`config.mk`:
```
export PLATFORM = sky130hd
export DESIGN_NAME = id_stage
export DESIGN_NICKNAME = d
export VERILOG_FILES = /design/src/rtl/rv32i_pkg.sv /design/src/rtl/id_stage_imm_gen.sv /design/src/rtl/id_stage.sv
export SDC_FILE = /design/constraint.sdc
export NUM_CORES = 1
export LEC_CHECK = 0
export CAP_MARGIN = 0
export CORE_ASPECT_RATIO = 0.9
export CORE_MARGIN = 2
export CORE_UTILIZATION = 40
export CTS_CLUSTER_SIZE = 25
export DETAILED_ROUTE_END_ITERATION = 10
export GPL_TIMING_DRIVEN = 0
export PLACE_DENSITY = 0.76
export REMOVE_ABC_BUFFERS = 1
export SETUP_SLACK_MARGIN = 0.05
export SYNTH_ARGS = -nofsm -noshare
export SYNTH_HDL_FRONTEND = slang
export SYNTH_SLANG_ARGS = --single-unit
```
`constraint.sdc`:
```
create_clock -name clk -period 2 [get_ports clk]
set_clock_uncertainty 0.15 [all_clocks]
set_input_delay 0.3 -clock clk [delete_from_list [all_inputs] [get_ports clk]]
set_output_delay 0.3 -clock clk [all_outputs]
set_load 0.01 [all_outputs]
```
`src/rtl/rv32i_pkg.sv`:
```
// RV32I opcode/ALU-op constants and decode helpers shared by the decode stage.
// Optional build macro used by consumers: ID_ILLEGAL_CHECK_EN.
package rv32i_pkg;

  localparam logic [6:0] OP_R      = 7'b0110011;
  localparam logic [6:0] OP_IMM    = 7'b0010011;
  localparam logic [6:0] OP_LOAD   = 7'b0000011;
  localparam logic [6:0] OP_STORE  = 7'b0100011;
  localparam logic [6:0] OP_BRANCH = 7'b1100011;
  localparam logic [6:0] OP_JAL    = 7'b1101111;
  localparam logic [6:0] OP_JALR   = 7'b1100111;
  localparam logic [6:0] OP_LUI    = 7'b0110111;
  localparam logic [6:0] OP_AUIPC  = 7'b0010111;
  localparam logic [6:0] OP_FENCE  = 7'b0001111;
  localparam logic [6:0] OP_SYSTEM = 7'b1110011;

  localparam logic [15:0] ALU_ADD  = 16'h0033;
  localparam logic [15:0] ALU_SUB  = 16'h8033;
  localparam logic [15:0] ALU_SRA  = 16'h82b3;
  localparam logic [15:0] ALU_ADDI = 16'h0013;
  localparam logic [15:0] ALU_SRAI = 16'h8293;

  typedef enum logic [2:0] {
    FMT_R, FMT_I, FMT_SH, FMT_S, FMT_B, FMT_U, FMT_J
  } imm_fmt_e;

  function automatic imm_fmt_e imm_fmt(input logic [6:0] opcode, input logic [2:0] funct3);
    imm_fmt_e fmt;
    fmt = FMT_R;
    case (opcode)
      OP_LOAD, OP_JALR:  fmt = FMT_I;
      OP_IMM:            fmt = (funct3 == 3'b001 || funct3 == 3'b101) ? FMT_SH : FMT_I;
      OP_STORE:          fmt = FMT_S;
      OP_BRANCH:         fmt = FMT_B;
      OP_LUI, OP_AUIPC:  fmt = FMT_U;
      OP_JAL:            fmt = FMT_J;
      default:           fmt = FMT_R;
    endcase
    return fmt;
  endfunction

  function automatic logic [15:0] alu_op(input logic [31:0] instr);
    logic       mod;
    logic [2:0] f3;
    mod = (instr[6:0] == OP_R) || (instr[6:0] == OP_IMM && instr[14:12] == 3'b101)
          ? instr[30] : 1'b0;
    f3  = (instr[6:0] == OP_LUI || instr[6:0] == OP_AUIPC || instr[6:0] == OP_JAL)
          ? 3'b000 : instr[14:12];
    return {mod, 5'b00000, f3, instr[6:0]};
  endfunction

  function automatic logic is_illegal(input logic [31:0] instr);
    logic       ill;
    logic [6:0] f7;
    logic [2:0] f3;
    f7  = instr[31:25];
    f3  = instr[14:12];
    ill = (instr[1:0] != 2'b11);
    case (instr[6:0])
      OP_R: begin
        if (!(f7 == 7'b0000000 || (f7 == 7'b0100000 && (f3 == 3'b000 || f3 == 3'b101))))
          ill = 1'b1;
      end
      OP_IMM: begin
        if (f3 == 3'b001 && f7 != 7'b0000000)
          ill = 1'b1;
        if (f3 == 3'b101 && f7 != 7'b0000000 && f7 != 7'b0100000)
          ill = 1'b1;
      end
      OP_LOAD, OP_STORE, OP_BRANCH, OP_JAL, OP_JALR,
      OP_LUI, OP_AUIPC, OP_FENCE, OP_SYSTEM: ;
      default: ill = 1'b1;
    endcase
    return ill;
  endfunction

endpackage

```
`src/rtl/id_stage_imm_gen.sv`:
```
// Combinational RV32I immediate generator; shift-immediates yield the bare shamt.
module imm_gen
  import rv32i_pkg::*;
(
  input  logic [31:0] instr,
  output logic [31:0] imm
);

  always_comb begin
    imm = '0;
    case (imm_fmt(instr[6:0], instr[14:12]))
      FMT_I:   imm = {{20{instr[31]}}, instr[31:20]};
      FMT_SH:  imm = {27'b0, instr[24:20]};
      FMT_S:   imm = {{20{instr[31]}}, instr[31:25], instr[11:7]};
      FMT_B:   imm = {{19{instr[31]}}, instr[31], instr[7], instr[30:25], instr[11:8], 1'b0};
      FMT_U:   imm = {instr[31:12], 12'b0};
      FMT_J:   imm = {{11{instr[31]}}, instr[31], instr[19:12], instr[20], instr[30:21], 1'b0};
      default: imm = '0;
    endcase
  end

endmodule

```
`src/rtl/id_stage.sv`:
```
// Single-register RV32I decode stage with valid/ready handshake and flush.
// Define ID_ILLEGAL_CHECK_EN to flag illegal encodings (out_illegal, out_op forced to 0).
module id_stage
  import rv32i_pkg::*;
(
  input  logic        clk,
  input  logic        rst,
  input  logic        in_valid,
  output logic        in_ready,
  input  logic [31:0] in_instr,
  output logic        out_valid,
  input  logic        out_ready,
  input  logic        flush,
  output logic [15:0] out_op,
  output logic [31:0] out_imm,
  output logic [4:0]  out_rs1,
  output logic [4:0]  out_rs2,
  output logic [4:0]  out_rd,
  output logic        out_illegal
);

  logic [31:0] imm_d;
  logic [15:0] op_d;
  logic        illegal_d;
  logic        accept;

  imm_gen u_imm_gen (
    .instr (in_instr),
    .imm   (imm_d)
  );

  assign in_ready = !out_valid || out_ready;
  // Flush masks acceptance even though in_ready follows the plain handshake rule.
  assign accept   = in_valid && in_ready && !flush;

  always_comb begin
    op_d      = alu_op(in_instr);
    illegal_d = 1'b0;
`ifdef ID_ILLEGAL_CHECK_EN
    illegal_d = is_illegal(in_instr);
    if (illegal_d)
      op_d = '0;
`endif
  end

  always_ff @(posedge clk) begin
    if (rst) begin
      out_valid   <= 1'b0;
      out_op      <= '0;
      out_imm     <= '0;
      out_rs1     <= '0;
      out_rs2     <= '0;
      out_rd      <= '0;
      out_illegal <= 1'b0;
    end else if (flush) begin
      out_valid <= 1'b0;
    end else if (accept) begin
      out_valid   <= 1'b1;
      out_op      <= op_d;
      out_imm     <= imm_d;
      out_rs1     <= in_instr[19:15];
      out_rs2     <= in_instr[24:20];
      out_rd      <= in_instr[11:7];
      out_illegal <= illegal_d;
    end else if (out_ready) begin
      out_valid <= 1'b0;
    end
  end

endmodule

```
After elaboration in Yosys (flattened, before gate mapping)
Index checks and enable logic that the tools add are counted.
{"block": "classes", "shift": 0, "n_lt_le_gt_ge": 0, "n_eq_ne": 17, "bitwise_logic": 1, "mux": 7, "div_mod_pow": 0, "add_sub_neg": 0, "multipliers": 0, "reduce_logical": 15}
{"operator": "$pmux W32 S6", "n": 1}
{"operator": "$eq A7 B6 Y1 const B", "n": 3}
{"operator": "$eq A7 B7 Y1 const B", "n": 3}
{"operator": "$pmux W3 S6", "n": 1}
{"operator": "$eq A7 B5 Y1 const B", "n": 2}
{"operator": "$eq A3 B3 Y1 const B", "n": 4}
{"operator": "$eq A7 B2 Y1 const B", "n": 1}
{"operator": "$eq A3 B1 Y1 const B", "n": 2}
{"operator": "$eq A3 B2 Y1 const B", "n": 2}
{"operator": "$reduce_or A2 Y1", "n": 3}
{"operator": "$logic_or A1 B1 Y1", "n": 5}
{"operator": "$logic_and A1 B1 Y1", "n": 3}
{"operator": "$mux W1", "n": 3}
{"operator": "$mux W3", "n": 1}
{"operator": "$logic_not A1 Y1", "n": 2}
{"operator": "$mux W2", "n": 1}
{"operator": "$reduce_and A2 Y1", "n": 1}
{"operator": "$reduce_bool A2 Y1", "n": 1}
{"operator": "$not A1 Y1", "n": 1}
{"block": "word_totals", "n_memories": 0, "input_bits": 37, "register_bits": 59, "latchBits": 0, "mem_bits_rw": 0, "rom_bits": 0, "elab_cells": 46, "out_inout_bits": 66}

Longest topological paths before layout
Gate-level depths: netlist (run 1).
{"block": "depth", "depth_word": 6, "ltp_mapped": 7, "depth_no_buf": 6}

Hierarchy
From an unflattened synthesis (run 1), not the netlist that was laid out.
{"block": "hier_totals", "hier_cells": 365, "hier_area_um2": 2815.2}
{"module": "id_stage", "seq_area_each_um2": 1181.1, "area_each_um2": 2179.6, "cells_per_inst": 273, "instances": 1}
{"module": "imm_gen", "seq_area_each_um2": 0.0, "area_each_um2": 635.6, "cells_per_inst": 92, "instances": 1}

Worst setup path after synthesis (run 1)
No wires, ideal clock.
{"block": "synth_timing", "path_type": "input port to flip-flop", "startpoint": "in in_instr[1]", "endpoint": "reg out_imm[20]", "required_time_ns": 1.698, "path_slack_ns": 0.028, "path_stages": 7, "arrival_time_ns": 1.671, "path_buffers": 2, "path_cell_list": "buf_4 nand4bb_4 or4b_1 o2111a_2 a22oi_4 buf_6 a221oi_1"}
{"block": "synth_via", "elab_chain_len": 5, "word_cells_on_any_way": 18}
{"item": "start: declaration", "line": "id_stage.sv:10", "source": "input logic [31:0] in_instr,"}
{"item": "$eq A7 B6 Y1, or another cell as far along", "line": "rv32i_pkg.sv:30", "source": "case (opcode)"}
{"item": "$reduce_or A2 Y1", "line": "rv32i_pkg.sv:30"}
{"item": "$pmux W3 S6 *", "line": "rv32i_pkg.sv:30"}
{"item": "$eq A3 B3 Y1, or another cell as far along", "line": "id_stage_imm_gen.sv:11", "source": "case (imm_fmt(instr[6:0], instr[14:12]))"}
{"item": "$pmux W32 S6 *", "line": "id_stage_imm_gen.sv:11"}
{"item": "end signal: assignment", "line": "id_stage.sv:60", "source": "out_imm <= imm_d;"}
{"item": "end: declaration", "line": "id_stage.sv:15", "source": "output logic [31:0] out_imm,"}
Mark *: on every way between the ends. The rest lies on a longest branch, timed or not.
A chain may end at the register's enable or synchronous reset.

Worst setup path in the final report (run 1)
{"block": "layout_timing", "startpoint": "in in_instr[0]", "endpoint": "reg out_imm[30]"}
The elaborated chain is that of the path after synthesis.

==> impl_metrics.py, run 1 <==
metrics = {
    "sta": {
        "max_slew.worst_pin.slew_ns": 0.8104,
        "hold_viol_final": 0,
        "fin_ws_ns": 0.06634,
        "finalMaxSlewViolations": 0,
        "tns_ns": 0,
        "fin_crit_sh_pct": 96.68,
        "min_period_ns": 1.934,
        "rsz0062_at_grt": "true",
        "whs_ns": 0.07917,
        "setup_viol": 0,
        "slew_headroom_pct": 45.91,
        "fmax_mhz": 517.2,
    },
    "final_layout": {
        "layout_common_cells": "clkdlybuf4s50_1 (84), nand2_1 (71), dfxtp_1 (59), a21oi_1 (29), a221oi_1 (19)",
        "final_nets": 453,
        "design_area_um2": 4235,
        "layout_commonest_cell": "clkdlybuf4s50_1",
        "seq_area_um2": 1181,
        "drive_gt1_share_pct": 19.00,
        "utilization_pct": 63.63,
        "multiInputGateArea_um2": 1556,
        "antennaDiodeCount": 0,
        "fin_cells": 511,
        "area_growth_syn_to_layout_pct": 52.68,
        "fillers": 572,
    },
    "grt": {
        "antenna_found_initial": 0,
        "grt-ovfl-total": 0,
        "grt_pass1_vias": 2571,
        "grt_pass1_wl_mm": 13.31,
        "grt_use_total_pct": 21.70,
        "grt_max_degree": 41,
    },
    "detailed_routing": {
        "wirelength_mm": 8.521,
        "vias": 2828,
        "wl_met1_mm": 3.724,
        "wl_met3_um": 612,
        "post_drt_wl_per_cell_um": 16.68,
        "met2_length_mm": 4.056,
        "first_pass_iters": 4,
        "top_layer": "met4",
        "drt_iter0_drc": 144,
        "vias_per_cell": 5.534,
        "ant_nets": 0,
        "drc": 0,
    },
    "pwr": {
        "seqPwrFrac_pct": 45.3,
        "p_per_area_nw_per_um2": 636.7,
        "vdd_drop_max_mv": 0.4751,
        "swShare_pct": 25.23,
        "p_switching_mw": 0.6802,
        "p_total_mw": 2.697,
        "clockPowerShare_pct": 39.4,
        "combPwrFrac_pct": 15.2,
        "p_leak_nw": 1.477,
        "p_int_mw": 2.016,
    },
    "floorplan": {
        "dieArea_um2": 7618,
        "rows": 28,
        "ioPinCount": 103,
        "die_w_um": 91.78,
        "initial_core_util_pct": 41.67,
        "core-area_um2": 6656,
        "die_h_um": 83,
    },
    "synth": {
        "syn_area_um2": 2774,
        "synth_top_area_share_pct": 42.58,
        "syn_inst": 317,
        "syn_avg_cell_area_um2": 8.751,
        "synthDominantAreaCellType": "dfxtp_1",
        "ys.flop_type": "dfxtp_1",
        "seq_area_frac_synth_pct": 42.58,
        "yosysUniqueCellTypes": 49,
        "async_flop_share_pct": 0,
        "synth_edf_count": 0,
        "ys_warn_count": 0,
        "ys_ff_latch": 59,
        "ys_top_cells_by_area": "dfxtp_1 (43%), nand2_1 (9.6%), a221oi_1 (6.3%)",
    },
    "placement": {
        "pre_cts_slack_ns": -1.509,
        "placed_cells": 475,
        "dp.final_hpwl_mm": 5.067,
        "place_area_um2": 3720,
        "gp_routability_congestion": 0.8311,
        "portBuffers": 96,
    },
    "setup_path": {
        "timing.rr.end": "out_imm[16]",
        "reg2reg_slack_ns": 0.21,
        "endpoint_kind": "flip-flop",
        "timing.rr.start": "out_valid",
        "startpoint": "in_instr[0]",
        "critPathRequiredTime_ns": 2.03,
        "r2r_cells": 6,
        "start_kind": "input port",
        "cp.arrival_ns": 1.97,
        "critical_path_class": "in2reg",
        "endpoint": "out_imm[30]",
        "crit_fanout": 9,
    },
    "clock_tree": {
        "cts_max_path_buffers": 2,
        "htreeDepth": 3,
        "path_clk_slew_ns": 0.07,
        "ctsHoldBuffers": 0,
        "root_buffer": "clkbuf_8",
        "cts_tree": "done",
        "cts_buffers": 9,
        "clock-sinks": 59,
        "insertion_delay_ns": 0.33,
    },
    "worst_hold_path": {
        "min_path_type": "in2reg",
    },
    "job": {
        "maxCapViolCount": 0,
    },
    "outcome": {
        "status": "complete, no violations",
    },
}
how the worst min path moves through the flow:
| stage | cells past startpoint | from | slack (ns) | end |
|---|---|---|---|---|
| global placement | 2 | out_rs2[0] | 0.29 | out_rs2[0] |
| finish | 3 | in_instr[3] | 0.08 | out_op[3] |
| floorplan | 1 | rst | 0.22 | out_imm[12] |
| global route | 3 | in_instr[3] | 0.08 | out_op[3] |
| detailed placement | 2 | out_op[15] | 0.30 | out_op[15] |
| CTS | 3 | in_instr[2] | 0.14 | out_op[2] |
worst max-delay path, cell delays in order:
cell and delay (ns):
buf_2 0.21, nand4bb_4 0.19, or4b_4 0.55, o2111a_2 0.20
a22oi_4 0.21, buf_6 0.14, buf_16 0.12, a221oi_4 0.05
sequential cells by signal, summed over array words and instances (netlist names):
signal     cells
out_valid      1
out_rs1        5
out_imm       32
out_rs2        5
out_rd         5
out_op        11
cell type report:
class                      instances  area share, %
multi-input combinational        228          36.75
timing repair buffer             116          28.09
tap                               90          2.659
clock inverter                     2         0.8272
sequential                        59          27.89
inverter                           2         0.1773
clock buffer                      14          3.604
per-layer routing:
| metal | GRT usage [%] | vias up |
|---|---|---|
| li1 | - | 1359 |
| met1 | 29.11 | 1331 |
| met2 | 33.02 | 125 |
| met3 | 7.260 | 13 |
| met4 | 6.784 | 0 |
| met5 | 0 | - |
cells by family (layout without fill, tap and decap cells):
logic type,after synthesis,after routing,synth area share [%]
simple gates,125,127,22.37
compound gates,95,95,27.74
other cells,1,6,0.1352
flops,59,59,42.58
buf+inv,37,134,7.171
Yosys cell counts, types with 2 or more instances:
cell / n
nand2b_1: 4
nand2_1: 71
a211oi_1: 2
buf_6: 3
nor4_1: 3
nor3b_1: 2
a21oi_1: 31
nand3_1: 5
buf_4: 9
nor3_1: 7
a31oi_1: 2
nand4b_1: 2
buf_2: 3
clkbuf_1: 19
a22o_1: 6
a22oi_1: 11
nor2b_1: 3
o21ai_0: 3
nor2_1: 12
inv_1: 2
dfxtp_1: 59
nand2_2: 2
a221oi_2: 11
a221oi_1: 20
what timing repair did:
action / 4_1_cts / 5_1_grt
gates cloned: 3 / 1
resized for setup: 56 / 20
endpoints found under the setup margin: 59 / 26
buffers inserted: 13 / 4
pin swaps: 8 / 4
power by group through the flow:
stage | clock, mW | sequential (mW) | combinational (mW)
6_report | 1.06 | 1.22 | 0.411
5_1_grt | 1.15 | 1.23 | 0.442
4_1_cts | 1.08 | 1.22 | 0.391
3_5_place_dp | 0 | 1.25 | 0.356
3_3_place_gp | 0 | 1.25 | 0.343
2_1_floorplan | 0 | 1.26 | 0.115
Power figures use the tool's default switching activity.
==> run 2, diff against run 1 <==
Settings changed: TNS_END_PERCENT from default to 1.
==> run 2 against run 1 <==
Maximum frequency increased by 0.15%. First-iteration DRC count up 32%. Register-to-register slack hardly changed. Die area stayed put. Sequential cell count did not move. Non-clock buffer count decreased by 4. Worst setup slack better by 0.0028 ns. Routed wire length fell by 0.70%. Critical path type unchanged.
==> impl_metrics.py, run 2 (synthesis gave the netlist of run 1 again) <==
metrics = {
    "sta": {
        "hold_viol_final": 0,
        "setup_viol": 0,
        "fin_crit_sh_pct": 96.54,
        "fmax_mhz": 517.9,
        "rsz0062_at_grt": "true",
        "max_slew.worst_pin.slew_ns": 0.8088,
        "slew_headroom_pct": 46.02,
        "finalMaxSlewViolations": 0,
        "min_period_ns": 1.931,
    },
    "setup_path": {
        "critPathRequiredTime_ns": 2.03,
        "crit_fanout": 9,
        "reg2reg_slack_ns": 0.20,
        "cpPeakStageDelay_ns": 0.55,
        "endpoint_kind": "flip-flop",
        "cp_cell_sequence": "clkbuf_2 > nand4bb_4 > or4b_4 > o2111a_2 > a22oi_4 > clkbuf_16 > a221oi_2",
        "cp.arrival_ns": 1.96,
        "slowest_stage": "or4b_4",
        "start_kind": "input port",
        "critical_path_class": "in2reg",
    },
    "final_layout": {
        "design_area_um2": 4159,
        "antennaDiodeCount": 0,
        "fillers": 575,
        "largestRegisters": "out_imm (32), out_op (11)",
        "final_nets": 449,
        "multiInputGateArea_um2": 1514,
        "layout_commonest_cell": "clkdlybuf4s50_1",
        "regMostFlops": "out_imm",
        "layout_common_cells": "clkdlybuf4s50_1 (84), nand2_1 (71), dfxtp_1 (59), a21oi_1 (31), a221oi_1 (19)",
        "area_growth_syn_to_layout_pct": 49.93,
        "drive_gt1_share_pct": 17.03,
        "largest_register_ffs": 32,
        "seq_area_um2": 1181,
    },
    "grt": {
        "antenna_found_initial": 0,
        "grt_pass1_wl_mm": 13.10,
        "grt_use_total_pct": 21.27,
        "grt-ovfl-total": 0,
        "grt_max_degree": 41,
        "grt_pass1_vias": 2535,
    },
    "floorplan": {
        "die_w_um": 91.78,
        "core-area_um2": 6656,
        "rows": 28,
        "dieArea_um2": 7618,
        "die_h_um": 83,
        "initial_core_util_pct": 41.67,
        "ioPinCount": 103,
    },
    "worst_hold_path": {
        "min_path_type": "in2reg",
    },
    "clock_tree": {
        "cts_max_path_buffers": 2,
        "ctsHoldBuffers": 0,
        "insertion_delay_ns": 0.33,
        "htreeDepth": 3,
        "path_clk_slew_ns": 0.07,
        "cts_tree": "done",
        "cts_buffers": 9,
        "clock-sinks": 59,
        "root_buffer": "clkbuf_8",
    },
    "placement": {
        "portBuffers": 96,
        "gp_routability_congestion": 0.8311,
        "dp.final_hpwl_mm": 5.067,
        "place_area_um2": 3720,
    },
    "pwr": {
        "p_leak_nw": 1.420,
        "p_per_area_nw_per_um2": 645.8,
        "p_switching_mw": 0.6757,
        "seqPwrFrac_pct": 45.5,
        "combPwrFrac_pct": 14.9,
        "clockPowerShare_pct": 39.6,
        "vdd_drop_max_mv": 0.4763,
        "p_total_mw": 2.686,
        "swShare_pct": 25.16,
        "p_int_mw": 2.010,
    },
    "detailed_routing": {
        "vias": 2834,
        "post_drt_wl_per_cell_um": 16.69,
        "drc": 0,
        "vias_per_cell": 5.590,
        "wirelength_mm": 8.461,
        "first_pass_iters": 5,
        "drt_iter0_drc": 190,
        "ant_nets": 0,
    },
    "outcome": {
        "status": "complete, no violations",
    },
    "job": {
        "maxCapViolCount": 0,
    },
}
[run 2: changes by cell type in the layout (fill, tap and decap cells not counted), moves of 2 or more]
cell	previous run	this run
a21oi_1	29	31
a21oi_2	2	0
buf_2	6	2
buf_4	12	10
buf_6	3	1
clkbuf_2	0	4
nand2b_4	4	2
[run 2: final timing paths]
kind               start           to  depth (start not counted)
max          in_instr[1]  out_imm[30]                          7
max reg2reg    out_valid   out_imm[8]                          7
min          in_instr[3]    out_op[3]                          3
min reg2reg    out_op[7]    out_op[7]                          2
[run 2: final cells by class]
type | count | area share [%]
Timing Repair Buffer | 112 | 27.74
Clock inverter | 2 | 0.8424
Multi-Input combinational cell | 228 | 36.40
Tap cell | 90 | 2.708
Sequential cell | 59 | 28.40
Inverter | 2 | 0.2407
Clock buffer | 14 | 3.670
[run 2: stage by stage]
step	setup TNS [ns]	utilization (%)	setup slack (ns)	hold WS (ns)	cells
floorplan	-21.40	-	-0.5573	0.2162	287
global placement	-85.74	55.21	-2.143	0.2910	473
detailed placement	-52.31	55.88	-1.509	0.2954	475
CTS	-0.2742	60.49	-0.04230	0.2581	497
global route	0	62.48	0.03741	0.08768	507
finish	0	62.48	0.06916	0.09013	507
[run 2: layer usage]
layer  vias to the layer above  wire, um  GRT usage (%)
li1                       1351         -              -
met1                      1357      3827          28.66
met2                       117      3990          32.89
met3                         9       540          6.352
met4                         0       104          6.377
met5                         -         0              0
[run 2: worst max-delay path, delay by kind of cell]
kind	cells	cell delay [ns]
AND/OR/NAND/NOR	2	0.73
AO/OA/AOI/OAI	3	0.53
buffers and inverters	2	0.41
[run 2: power groups by stage]
stage | Sequential (mW) | Clock (mW) | Combinational (mW)
floorplan | 1.26 | 0 | 0.115
global placement | 1.25 | 0 | 0.343
detailed placement | 1.25 | 0 | 0.356
CTS | 1.22 | 1.08 | 0.378
global route | 1.23 | 1.15 | 0.430
finish | 1.22 | 1.06 | 0.401
[run 2: what timing repair did]
action                     CTS  global route
buffers inserted             4             8
setup endpoints to repair   59            26
gates cloned                 2             2
pin swaps                    6             7
hold endpoints to repair     0             0
resized for setup           33            28
==> run 3, diff against run 2 <==
--- a/constraint.sdc
+++ b/constraint.sdc
@@ -4,2 +4,2 @@
 set_output_delay 0.3 -clock clk [all_outputs]
-set_load 0.01 [all_outputs]
+set_load 0.005 [all_outputs]
==> results of run 3 <==
Same layout as run 2 (identical final DEF). Status: complete, no violations.
Main changes from that run: total power 2.686 mW -> 2.671 mW; worst IR drop on VDD 0.4763 mV -> 0.4757 mV
